File: config.mk
export PLATFORM = sky130hd
export DESIGN_NAME = fetch_unit
export DESIGN_NICKNAME = d
export VERILOG_FILES = /design/src/rtl/fetch_unit_pkg.sv /design/src/rtl/fetch_unit_pc_next.sv /design/src/rtl/fetch_unit.sv
export SDC_FILE = /design/constraint.sdc
export NUM_CORES = 1
export LEC_CHECK = 0
export ABC_AREA = 1
export BUFFER_PORTS_ARGS = -buffer_cell sky130_fd_sc_hd__clkbuf_2
export CAP_MARGIN = 20
export CORE_MARGIN = 2
export CORE_UTILIZATION = 40
export DETAILED_ROUTE_END_ITERATION = 12
export GPL_TIMING_DRIVEN = 0
export PLACE_DENSITY_LB_ADDON = 0.12
export SLEW_MARGIN = 25
export SYNTH_ARGS = -nofsm -noshare
export SYNTH_HDL_FRONTEND = slang
export SYNTH_SLANG_ARGS = --single-unit
File: constraint.sdc
create_clock -name clk -period 1.8 [get_ports clk]
set_clock_uncertainty 0.2 [all_clocks]
set_input_delay 0.09 -clock clk [delete_from_list [all_inputs] [get_ports clk]]
set_output_delay 0.09 -clock clk [all_outputs]
set_load 0.02 [all_outputs]
File: src/rtl/fetch_unit_pkg.sv
// Shared definitions for the fetch stage.
//   fetch_state_t : fetch FSM encodings (3 bits)
//   NOP_INST      : instruction word held in the inst register out of reset
//   PC_STEP       : sequential PC increment in bytes
package fetch_unit_pkg;

    typedef enum logic [2:0] {
        S_FETCH    = 3'd0,
        S_WAIT_MEM = 3'd1,
        S_ISSUE    = 3'd2,
        S_UPDATE   = 3'd3,
        S_DRAIN    = 3'd4,
        S_HALT     = 3'd5
    } fetch_state_t;

    localparam logic [31:0] NOP_INST = 32'h0000_0013;
    localparam int          PC_STEP  = 4;

endpackage

File: src/rtl/fetch_unit_pc_next.sv
// Next-PC select and branch-target alignment check (purely combinational).
//   pc         in  : current PC
//   br_flag    in  : captured branch-taken flag
//   br_target  in  : captured branch target
//   next_pc    out : br_target when taken, else pc+PC_STEP (wraps)
//   misaligned out : taken branch to a non word-aligned target
module pc_next_logic
    import fetch_unit_pkg::*;
#(
    parameter int ADDR_WIDTH = 32
) (
    input  logic [ADDR_WIDTH-1:0] pc,
    input  logic                  br_flag,
    input  logic [ADDR_WIDTH-1:0] br_target,
    output logic [ADDR_WIDTH-1:0] next_pc,
    output logic                  misaligned
);

    logic [ADDR_WIDTH-1:0] seq_pc;

    // Plain modular add: wrapping past the top of the address space is intended.
    assign seq_pc     = pc + ADDR_WIDTH'(PC_STEP);
    assign next_pc    = br_flag ? br_target : seq_pc;
    assign misaligned = br_flag && (br_target[1:0] != 2'b00);

endmodule

File: src/rtl/fetch_unit.sv
// Instruction fetch stage: owns the PC, fetches one word at a time from
// instruction memory and hands it to decode, then advances the PC.
//   clk, rst       : clock, synchronous active-high reset
//   imem_req/addr  : memory read request, address always equals pc
//   imem_rdata/valid : memory response, only accepted while waiting for it
//   inst           : registered instruction presented to decode
//   compute_req    : instruction available to decode
//   compute_valid  : decode done; branch_flag/branch_target sampled with it
//   pc             : current PC
//   fault          : sticky misaligned-branch-target fault (core halts)
//   instr_count    : retired instruction counter (wraps)
module fetch_unit
    import fetch_unit_pkg::*;
#(
    parameter int                    DATA_WIDTH = 32,
    parameter int                    ADDR_WIDTH = 32,
    parameter logic [ADDR_WIDTH-1:0] RESET_PC   = '0
) (
    input  logic                  clk,
    input  logic                  rst,
    output logic                  imem_req,
    output logic [ADDR_WIDTH-1:0] imem_addr,
    input  logic [DATA_WIDTH-1:0] imem_rdata,
    input  logic                  imem_valid,
    output logic [DATA_WIDTH-1:0] inst,
    output logic                  compute_req,
    input  logic                  compute_valid,
    input  logic                  branch_flag,
    input  logic [ADDR_WIDTH-1:0] branch_target,
    output logic [ADDR_WIDTH-1:0] pc,
    output logic                  fault,
    output logic [31:0]           instr_count
);

    fetch_state_t          state_q, state_d;
    logic [ADDR_WIDTH-1:0] pc_q;
    logic [DATA_WIDTH-1:0] inst_q;
    logic                  fault_q;
    logic [31:0]           count_q;
    logic                  br_flag_q;
    logic [ADDR_WIDTH-1:0] br_target_q;
    logic [ADDR_WIDTH-1:0] next_pc;
    logic                  misaligned;

    pc_next_logic #(.ADDR_WIDTH(ADDR_WIDTH)) u_pc_next (
        .pc         (pc_q),
        .br_flag    (br_flag_q),
        .br_target  (br_target_q),
        .next_pc    (next_pc),
        .misaligned (misaligned)
    );

    always_comb begin
        state_d     = state_q;
        imem_req    = 1'b0;
        compute_req = 1'b0;
        case (state_q)
            S_FETCH: begin
                imem_req = 1'b1;
                state_d  = S_WAIT_MEM;
            end
            S_WAIT_MEM: begin
                imem_req = 1'b1;
                if (imem_valid) state_d = S_ISSUE;
            end
            S_ISSUE: begin
                compute_req = 1'b1;
                if (compute_valid) state_d = S_UPDATE;
            end
            S_UPDATE: state_d = misaligned ? S_HALT : S_DRAIN;
            // Decode keeps compute_valid up one cycle past compute_req; wait it
            // out so the same completion is not seen twice.
            S_DRAIN:  if (!compute_valid) state_d = S_FETCH;
            S_HALT:   state_d = S_HALT;
            default:  state_d = S_FETCH;
        endcase
        // Reset state is S_FETCH, but no request may be raised while rst is held.
        if (rst) begin
            imem_req    = 1'b0;
            compute_req = 1'b0;
        end
    end

    always_ff @(posedge clk) begin
        if (rst) begin
            state_q     <= S_FETCH;
            pc_q        <= RESET_PC;
            inst_q      <= DATA_WIDTH'(NOP_INST);
            fault_q     <= 1'b0;
            count_q     <= '0;
            br_flag_q   <= 1'b0;
            br_target_q <= '0;
        end else begin
            state_q <= state_d;
            case (state_q)
                S_WAIT_MEM: if (imem_valid) inst_q <= imem_rdata;
                S_ISSUE: if (compute_valid) begin
                    br_flag_q   <= branch_flag;
                    br_target_q <= branch_target;
                    count_q     <= count_q + 32'd1;
                end
                S_UPDATE: begin
                    if (misaligned) fault_q <= 1'b1;
                    else            pc_q    <= next_pc;
                end
                default: ;
            endcase
        end
    end

    assign imem_addr   = pc_q;
    assign pc          = pc_q;
    assign inst        = inst_q;
    assign fault       = fault_q;
    assign instr_count = count_q;

endmodule
After elaboration in Yosys (flattened, before gate mapping):

Index checks and enable logic that the tools add are counted.

* register bits: 133
* bits of input ports: 69
* output and inout bits: 131
* logic and storage cells: 37

* add/sub/neg operators: 2
* eq/ne operators: 8
* multiplexer cells: 10
* bitwise logic cells: 1
* reductions and logical operators: 9

Operators by type and width (count)
* adder 32 x 1 -> 32 bit, second input constant: 1
* adder 32 x 3 -> 32 bit, second input constant: 1
* 2-to-1 mux 32 bit: 1
* case mux 3 bit (6 select lines): 1
* 2-to-1 mux 3 bit: 3
* AND reduction 2 bit: 4
* equality test 3 x 2 -> 1 bit, second input constant: 2
* equality test 3 bit, second input constant: 2
* != test 2 bit, second input constant: 3
* 2-to-1 mux 1 bit: 5
* equality test 3 x 1 -> 1 bit, second input constant: 1
* logical NOT 3 bit: 1
* AND reduction 3 bit: 1
* nonzero test 2 bit: 1
* OR reduction 2 bit: 1
* logical AND 1 bit: 1
* inverter 1 bit: 1

Depth between registers and ports, before layout:

Gate-level depths: netlist of the first run.

* word-level depth: 4
* depth in mapped cells: 11
* depth with buffers taken out: 11

Cells and area by module:

A second synthesis of the first run with hierarchy kept.

* cells, all modules: 1051
* area total of the unflattened synthesis: 6920.4 sq um

By module, submodules not included
* fetch_unit: instances 1, cells an instance 775, area an instance 5622.9 sq um, seq. area each 2662.6 sq um
* pc_next_logic: instances 1, cells an instance 276, area an instance 1297.5 sq um, seq. area each 0.0 sq um

Worst setup path after synthesis of the first run:

No wires, ideal clock.

* path kind: reg2reg
* from: reg pc_q[2], in the netlist imem_addr[2]
* to: reg pc_q[28], in the netlist imem_addr[28]
* setup time: 132 ps
* data arrival time: 1502 ps
* required time: 1468 ps
* setup slack: -34 ps
* stages on the path, launching flop included: 11
* path buffers: 0
* period minus slack after synthesis: 1834 ps
* cell sequence: dfxtp_1 ha_1 nand2_1 nor2_2 nand2_1 nor2_2 nand2_1 nand2_1 nand3_1 nand2_1 a21oi_1

* longest elaborated chain between the ends: 2

Ends and longest elaborated chain
* start: declaration: line fetch_unit.sv:36 `logic [ADDR_WIDTH-1:0] pc_q;`
* start signal: assignment: line fetch_unit.sv:104 `else pc_q <= next_pc;`
* adder 32 x 3 -> 32 bit: line fetch_unit_pc_next.sv:22 `assign seq_pc = pc + ADDR_WIDTH'(PC_STEP);`
* 2-to-1 mux 32 bit: line fetch_unit_pc_next.sv:23 `assign next_pc = br_flag ? br_target : seq_pc;`

Every way passes these cells.
A chain may end at the register's enable or synchronous reset.

Worst setup path after layout of the first run:

* from: reg state_q[1]
* to: reg count_q[21], in the netlist instr_count[21]

* longest elaborated chain between the ends: 2

Ends and longest elaborated chain
* start: declaration: line fetch_unit.sv:35 `fetch_state_t state_q, state_d;`
* start signal: assignment: line fetch_unit.sv:94 `state_q <= state_d;`
* equality test 3 x 2 -> 1 bit: line fetch_unit.sv:95 `case (state_q)`
* AND reduction 2 bit (no source line)
* end signal: assignment: line fetch_unit.sv:100 `count_q <= count_q + 32'd1;`
* end: declaration: line fetch_unit.sv:39 `logic [31:0] count_q;`

Every way passes these cells.

==> out/metrics.cfg, run 1 <==
[floorplan]
start_util = 0.4045
die_h_um = 135.6
core_area_um2 = 17120
die-area_um2 = 18380
row_count = 48
fp.dieW_um = 135.6
pin_count = 200

[clock_network]
clockBufferDepth = 2
cts_sinks = 133
clk_pin_slew_worst_paths_ps = 60
cts_buffers = 17
htree_levels = 4
clk_latency_ps = 420
cts_tree = built
root_buffer = clkbuf_16

[synthesis]
yosys.area.top_type = dfxtp_1
synth_area_um2 = 6924
synth.top_cell.area_share = 0.3845
ys_warn_count = 0
synthCells = 1067
syn_area_per_cell_um2 = 6.489
seq_area_frac_synth = 0.3845
synthesis.nets = 1138
yosysUniqueCellTypes = 37
synth_seq_cells = 133
synth_area_leaders = dfxtp_1, nand2_1, a21oi_1, nor2_1, o21ai_0

[cells_and_area]
area_growth_pct = 44.60
fill_cells = 1716
fin_nets = 1447
diodes = 0
fin_area_um2 = 10010
final_layout_size_suffix_gt1_frac = 0.2952

[worst_setup_path]
end_kind = flop
startpoint_type = flop
worstPathMaxFanout = 6
critical_path_arrival_ps = 1850
path_class = flop to flop
critPathRequiredTime_ps = 1920

[global_routing]
grt_util_all_layers = 0.2382
grt_max_degree = 17
grt.overflow.total = 0
grt_pass1_wl_mm = 34.49
grt_pass1_vias = 7010
antenna_found_initial = 0

[pwr]
cellLeakagePower_nw = 4.137
ir_drop_uv = 719.1
power_density_nw_per_um2 = 907.9

[route]
drc_errors = 0
vias_per_cell = 4.810
drt_iter0_drc = 449
wl_per_cell_um = 13.60
drt-pass1-iter-count = 5
totalWireLength_mm = 21.95
drtAntennaViolNets = 0
vias = 7763

[hold_path]
hold_path.class = input port to flop

[sta]
fin_setup_tns_ps = 0
max_freq_mhz = 577.4
finalHoldViolCount = 0
post-route-period-util = 0.9622
setup_viol = 0
relSlewSlack = 0.5539
tightestPinTransition_ps = 669.2
period_minus_slack_ps = 1732
slew_violations = 0
rsz0062_at_grt = yes

[outcome]
status = finished, final reports clean

[place]
port-buffer-count = 198
dpl_cell_area_um2 = 8203
hpwl_mm = 16.00
gp_congestion = 0.9360

[job]
max_cap_violations = 0

placed cells by master, fill, tap and decap left out, types with 17 or more instances in the layout:
| cell | netlist | final |
|---|---|---|
| dfxtp_1 | 133 | 97 |
| buf_4 | 34 | 59 |
| clkbuf_16 | 0 | 17 |
| nand3_1 | 48 | 44 |
| nor2_4 | 3 | 20 |
| clkbuf_1 | 27 | 25 |
| inv_1 | 84 | 80 |
| dlygate4sd3_1 | 0 | 67 |
| nor2_1 | 135 | 117 |
| o21ai_0 | 65 | 62 |
| clkbuf_2 | 0 | 203 |
| dfxtp_2 | 0 | 28 |
| a21oi_1 | 122 | 117 |
| nand2_1 | 335 | 326 |
layer usage:
metal  track usage  part of all wire  vias up
li1              -                 -     4012
met1        0.2904              0.43     3490
met2        0.4167              0.50      233
met3       0.04938             0.055       28
met4       0.08160             0.020        0
met5             0                 0        -
critical path: stages (launching register included):
cell and delay [ps]:
dfxtp_4 370, inv_6 50, nor2_8 180, nand2_8 100
nor2_8 140, nand2_4 90, nor2_8 130, nand2_4 80
nor2_4 120, nand2_1 60, nand2_1 50, nor2_1 40
cell families after synthesis:
group                      synth area share
AOI/OAI and AO/OA                    0.1522
xor gates and xnor gates           0.005061
adders and majority gates          0.003613
buffers and inverters                0.1090
DFF                                  0.3845
and+or+nand+nor                      0.3457
state kept, by name, indices dropped and copies added (netlist names):
name         flops
br_target_q     32
imem_addr       32
inst            32
instr_count     32
state_q          3
br_flag_q        1
fault            1
power by group:
part	switching [mW]	leakage [nW]	total [mW]	internal (mW)
Sequential	0.214	1.10	3.46	3.24
Combinational	1.34	2.77	2.18	0.839
Clock	1.40	0.273	3.45	2.05
Total	2.96	4.14	9.09	6.13
final timing paths:
check | end | startpoint | slack [ps] | cells past startpoint
setup / recovery | instr_count[21]$_SDFFE_PP0P_ | state_q[1]$_SDFFE_PP0P_ | 70 | 11
hold / removal | inst[12]$_SDFFE_PP0P_ | rst | 200 | 3
setup reg to reg | instr_count[21]$_SDFFE_PP0P_ | state_q[1]$_SDFFE_PP0P_ | 70 | 11
hold reg to reg | fault$_SDFFE_PP0P_ | fault$_SDFFE_PP0P_ | 250 | 2
per-stage QoR:
step | util | total power [mW] | hold slack (ps) | worst slack [ps] | std cells
floorplan | - | 4.700 | 3.222 | 2.107 | 1067
global placement | 0.4792 | 5.293 | 88.77 | -295.6 | 1490
detailed placement | 0.4792 | 5.312 | 99.85 | -297.7 | 1490
CTS | 0.5591 | 8.901 | 194.6 | -33.70 | 1592
global route | 0.5849 | 9.557 | 234.1 | -61.93 | 1614
finish | 0.5849 | 9.090 | 197.6 | 67.95 | 1614
layout make-up:
type / count / area [um^2] / share of cell area
buffer: 75 / 459.2 / 0.04586
clock buffer: 18 / 429.2 / 0.04286
clock inverter: 14 / 152.6 / 0.01525
inverter: 86 / 336.6 / 0.03362
multi-input combinational: 773 / 3776 / 0.3772
sequential: 133 / 2728 / 0.2724
tap: 225 / 281.5 / 0.02812
timing repair buffer: 290 / 1849 / 0.1847
synthesized netlist by cell type, drive strengths merged:
cell,n
nand2,339
nor2,153
dfxtp,133
a21oi,122
inv,86
o21ai,66
buf,48
nand3,48
clkbuf,27
nand3b,12
a31oi,4
nand4,4
o21a,4
nor3,3
o22ai,3
xor2,3
a211oi,2
ha,2
or2,2
a221oi,1
and2,1
nor4,1
o211ai,1
o31ai,1
xnor2,1
repair_timing:
action | 4_1_cts | 5_1_grt
endpoints found under the hold margin | 70 | 0
hold buffers | 67 | 0
gates resized for setup | 30 | 101
setup endpoints to repair | 41 | 109
setup buffers | 3 | 22
pin swaps | 3 | 14
Power figures use the tool's default switching activity.
==> inputs of run 2 (changes only) <==
Settings changed: CORE_MARGIN 2 to unset.
==> run 2 against run 1 <==
Maximum frequency is 2.2% lower. Final area is 0.79% higher. Setup slack worse by 39 ps. Die area down 2.9%. Clock-buffer cell count did not move. Non-clock buffer count decreased by 1. Sequential cell count unchanged. Hold slack gained 0.95 ps. Routed wire length increased by 1.0%. Combinational power about the same. Power grew 5.4%. Highest routed layer unchanged.
==> out/metrics.cfg, run 2 (synthesis gave the netlist of run 1 again) <==
[outcome]
status = finished, final reports clean  ; unchanged

[floorplan]
die_h_um = 133.6  ; was 135.6 um
die-area_um2 = 17840  ; was 18380 um^2
pin_count = 200  ; unchanged
fp.dieW_um = 133.6  ; was 135.6 um
start_util = 0.4131  ; was 0.4045
core_area_um2 = 16760  ; was 17120 um^2
row_count = 47  ; was 48

[cells_and_area]
final_common_cell = nand2_1  ; unchanged
fin_nets = 1447  ; unchanged
final_layout_size_suffix_gt1_frac = 0.2973  ; was 0.2952
diodes = 0  ; unchanged
fin_area_um2 = 10090  ; was 10010 um^2
layout_common_cells = nand2_1, clkbuf_2, a21oi_1, nor2_1, dfxtp_1  ; was nand2_1, clkbuf_2, nor2_1, a21oi_1, dfxtp_1
area_growth_pct = 45.74  ; was 44.60%

[pwr]
comb_power_share = 0.229  ; was 0.240
p_switching_mw = 3.018  ; was 2.959 mW
power_density_nw_per_um2 = 949.1  ; was 907.9 nW/um^2
cellLeakagePower_nw = 4.216  ; was 4.137 nW
internal-power_mw = 6.559  ; was 6.131 mW
p_seq_frac = 0.361  ; was 0.380
p_clk_frac = 0.409  ; was 0.380
switching_share = 0.3152  ; was 0.3255
ir_drop_uv = 701.4  ; was 719.1 uV

[global_routing]
grt_util_all_layers = 0.2470  ; was 0.2382
grt_busiest_layer = met2  ; unchanged
grt_max_degree = 17  ; unchanged
grt_pass1_vias = 7072  ; was 7010
grtUsageMet3 = 0.04642  ; was 0.04938
met2_usage = 0.4265  ; was 0.4167
grt_util_met1 = 0.3002  ; was 0.2904
grt_pass1_wl_mm = 34.60  ; was 34.49 mm
antenna_found_initial = 0  ; unchanged
grt.overflow.total = 0  ; unchanged

[place]
hpwl_mm = 15.88  ; was 16.00 mm
gp_congestion = 0.9317  ; was 0.9360
port-buffer-count = 198  ; unchanged
dpl_cell_area_um2 = 8197  ; was 8203 um^2

[route]
wl_per_cell_um = 13.78  ; was 13.60 um
vias = 7751  ; was 7763
drt_iter0_drc = 435  ; was 449
drc_errors = 0  ; unchanged
vias_per_cell = 4.817  ; was 4.810
totalWireLength_mm = 22.18  ; was 21.95 mm
drtAntennaViolNets = 0  ; unchanged
drt-pass1-iter-count = 5  ; unchanged

[clock_network]
cts_sinks = 133  ; unchanged
cts_tree = built  ; unchanged
clockBufferDepth = 2  ; unchanged
htree_levels = 4  ; unchanged
root_buffer = clkbuf_16  ; unchanged
clk_pin_slew_worst_paths_ps = 60  ; about the same
clk_latency_ps = 420  ; about the same
cts_buffers = 17  ; unchanged

[sta]
post-route-period-util = 0.9837  ; was 0.9622
setup_viol = 0  ; unchanged
period_minus_slack_ps = 1771  ; was 1732 ps
tightestPinTransition_ps = 696.9  ; was 669.2 ps
max_freq_mhz = 564.8  ; was 577.4 MHz
slew_violations = 0  ; unchanged
rsz0062_at_grt = yes  ; unchanged
fin_setup_tns_ps = 0  ; unchanged
relSlewSlack = 0.5354  ; was 0.5539
finalHoldViolCount = 0  ; unchanged

[worst_setup_path]
critPathRequiredTime_ps = 1870  ; was 1920 ps
startpoint_type = flop  ; unchanged
worstPathMaxFanout = 10  ; was 6
r2r_cells = 8  ; was 11
end_kind = flop  ; unchanged
critical_path_arrival_ps = 1840  ; was 1850 ps
path_class = flop to flop  ; unchanged

[job]
max_cap_violations = 0  ; unchanged

[hold_path]
hold_path.class = input port to flop  ; unchanged
worstHoldPathCells = 3  ; unchanged

run 2: cell types whose count changed in the layout (fill, tap and decap cells not counted), sizes merged:
cell	before	now
inv	88	89
buf	71	69
bufinv	2	5
clkbuf	245	246
clkinv	5	3
nand2	339	340
clkinvlp	5	3
run 2: final timing paths:
check	start	to	slack, ps
min reg2reg	br_target_q[21]$_SDFFE_PP0P_	br_target_q[21]$_SDFFE_PP0P_	250
max reg2reg	state_q[1]$_SDFFE_PP0P_	imem_addr[9]$_SDFFE_PP0P_	30
min	rst	inst[12]$_SDFFE_PP0P_	200
max	state_q[1]$_SDFFE_PP0P_	imem_addr[9]$_SDFFE_PP0P_	30
run 2: power by group through the flow:
stage	clock [mW]	sequential (mW)	combinational, mW
global placement	0	3.48	1.82
finish	3.92	3.46	2.20
detailed placement	0	3.49	1.83
global route	4.10	3.49	2.42
CTS	3.97	3.43	1.99
floorplan	0	3.60	1.09
run 2: worst max-delay path, stage by stage, from the launching register on:
cell	delay (ps)
dfxtp_4	380
inv_6	50
nor2_8	170
nand2_4	120
nor2_8	160
inv_4	80
buf_6	150
o21ai_1	210
a21oi_1	100
run 2: through the flow:
| stage | worst slack [ps] | util | power, mW | hold WS, ps | instances |
|---|---|---|---|---|---|
| detailed placement | -241.0 | 0.4891 | 5.321 | 101.6 | 1485 |
| finish | 29.42 | 0.6021 | 9.577 | 198.6 | 1609 |
| floorplan | 2.107 | - | 4.700 | 3.222 | 1067 |
| CTS | -44.44 | 0.5749 | 9.381 | 191.3 | 1589 |
| global route | -35.10 | 0.6021 | 10.01 | 210.1 | 1609 |
| global placement | -229.1 | 0.4891 | 5.297 | 90.30 | 1485 |
run 2: timing repair:
item	in CTS	in global routing
endpoints found under the setup margin	44	93
resized for setup	27	110
hold buffers	67	0
endpoints found under the hold margin	71	0
setup buffers	5	19
pin swaps	2	17
gates cloned	0	1
run 2: area by class of cell:
type | instances | area, um^2
fillers | 1649 | 6669
inverters | 86 | 334.1
flip-flops and latches | 133 | 2719
well taps | 220 | 275.3
plain buffers | 75 | 459.2
clock buffers | 18 | 429.2
clock inverters | 14 | 222.7
multi-input cells | 774 | 3806
repair buffers | 289 | 1846
run 2: metal layers:
metal | routed length, um | part of all wire
met1 | 9776 | 0.44
met2 | 10850 | 0.49
met3 | 996 | 0.045
met4 | 554 | 0.025
met5 | 0 | 0
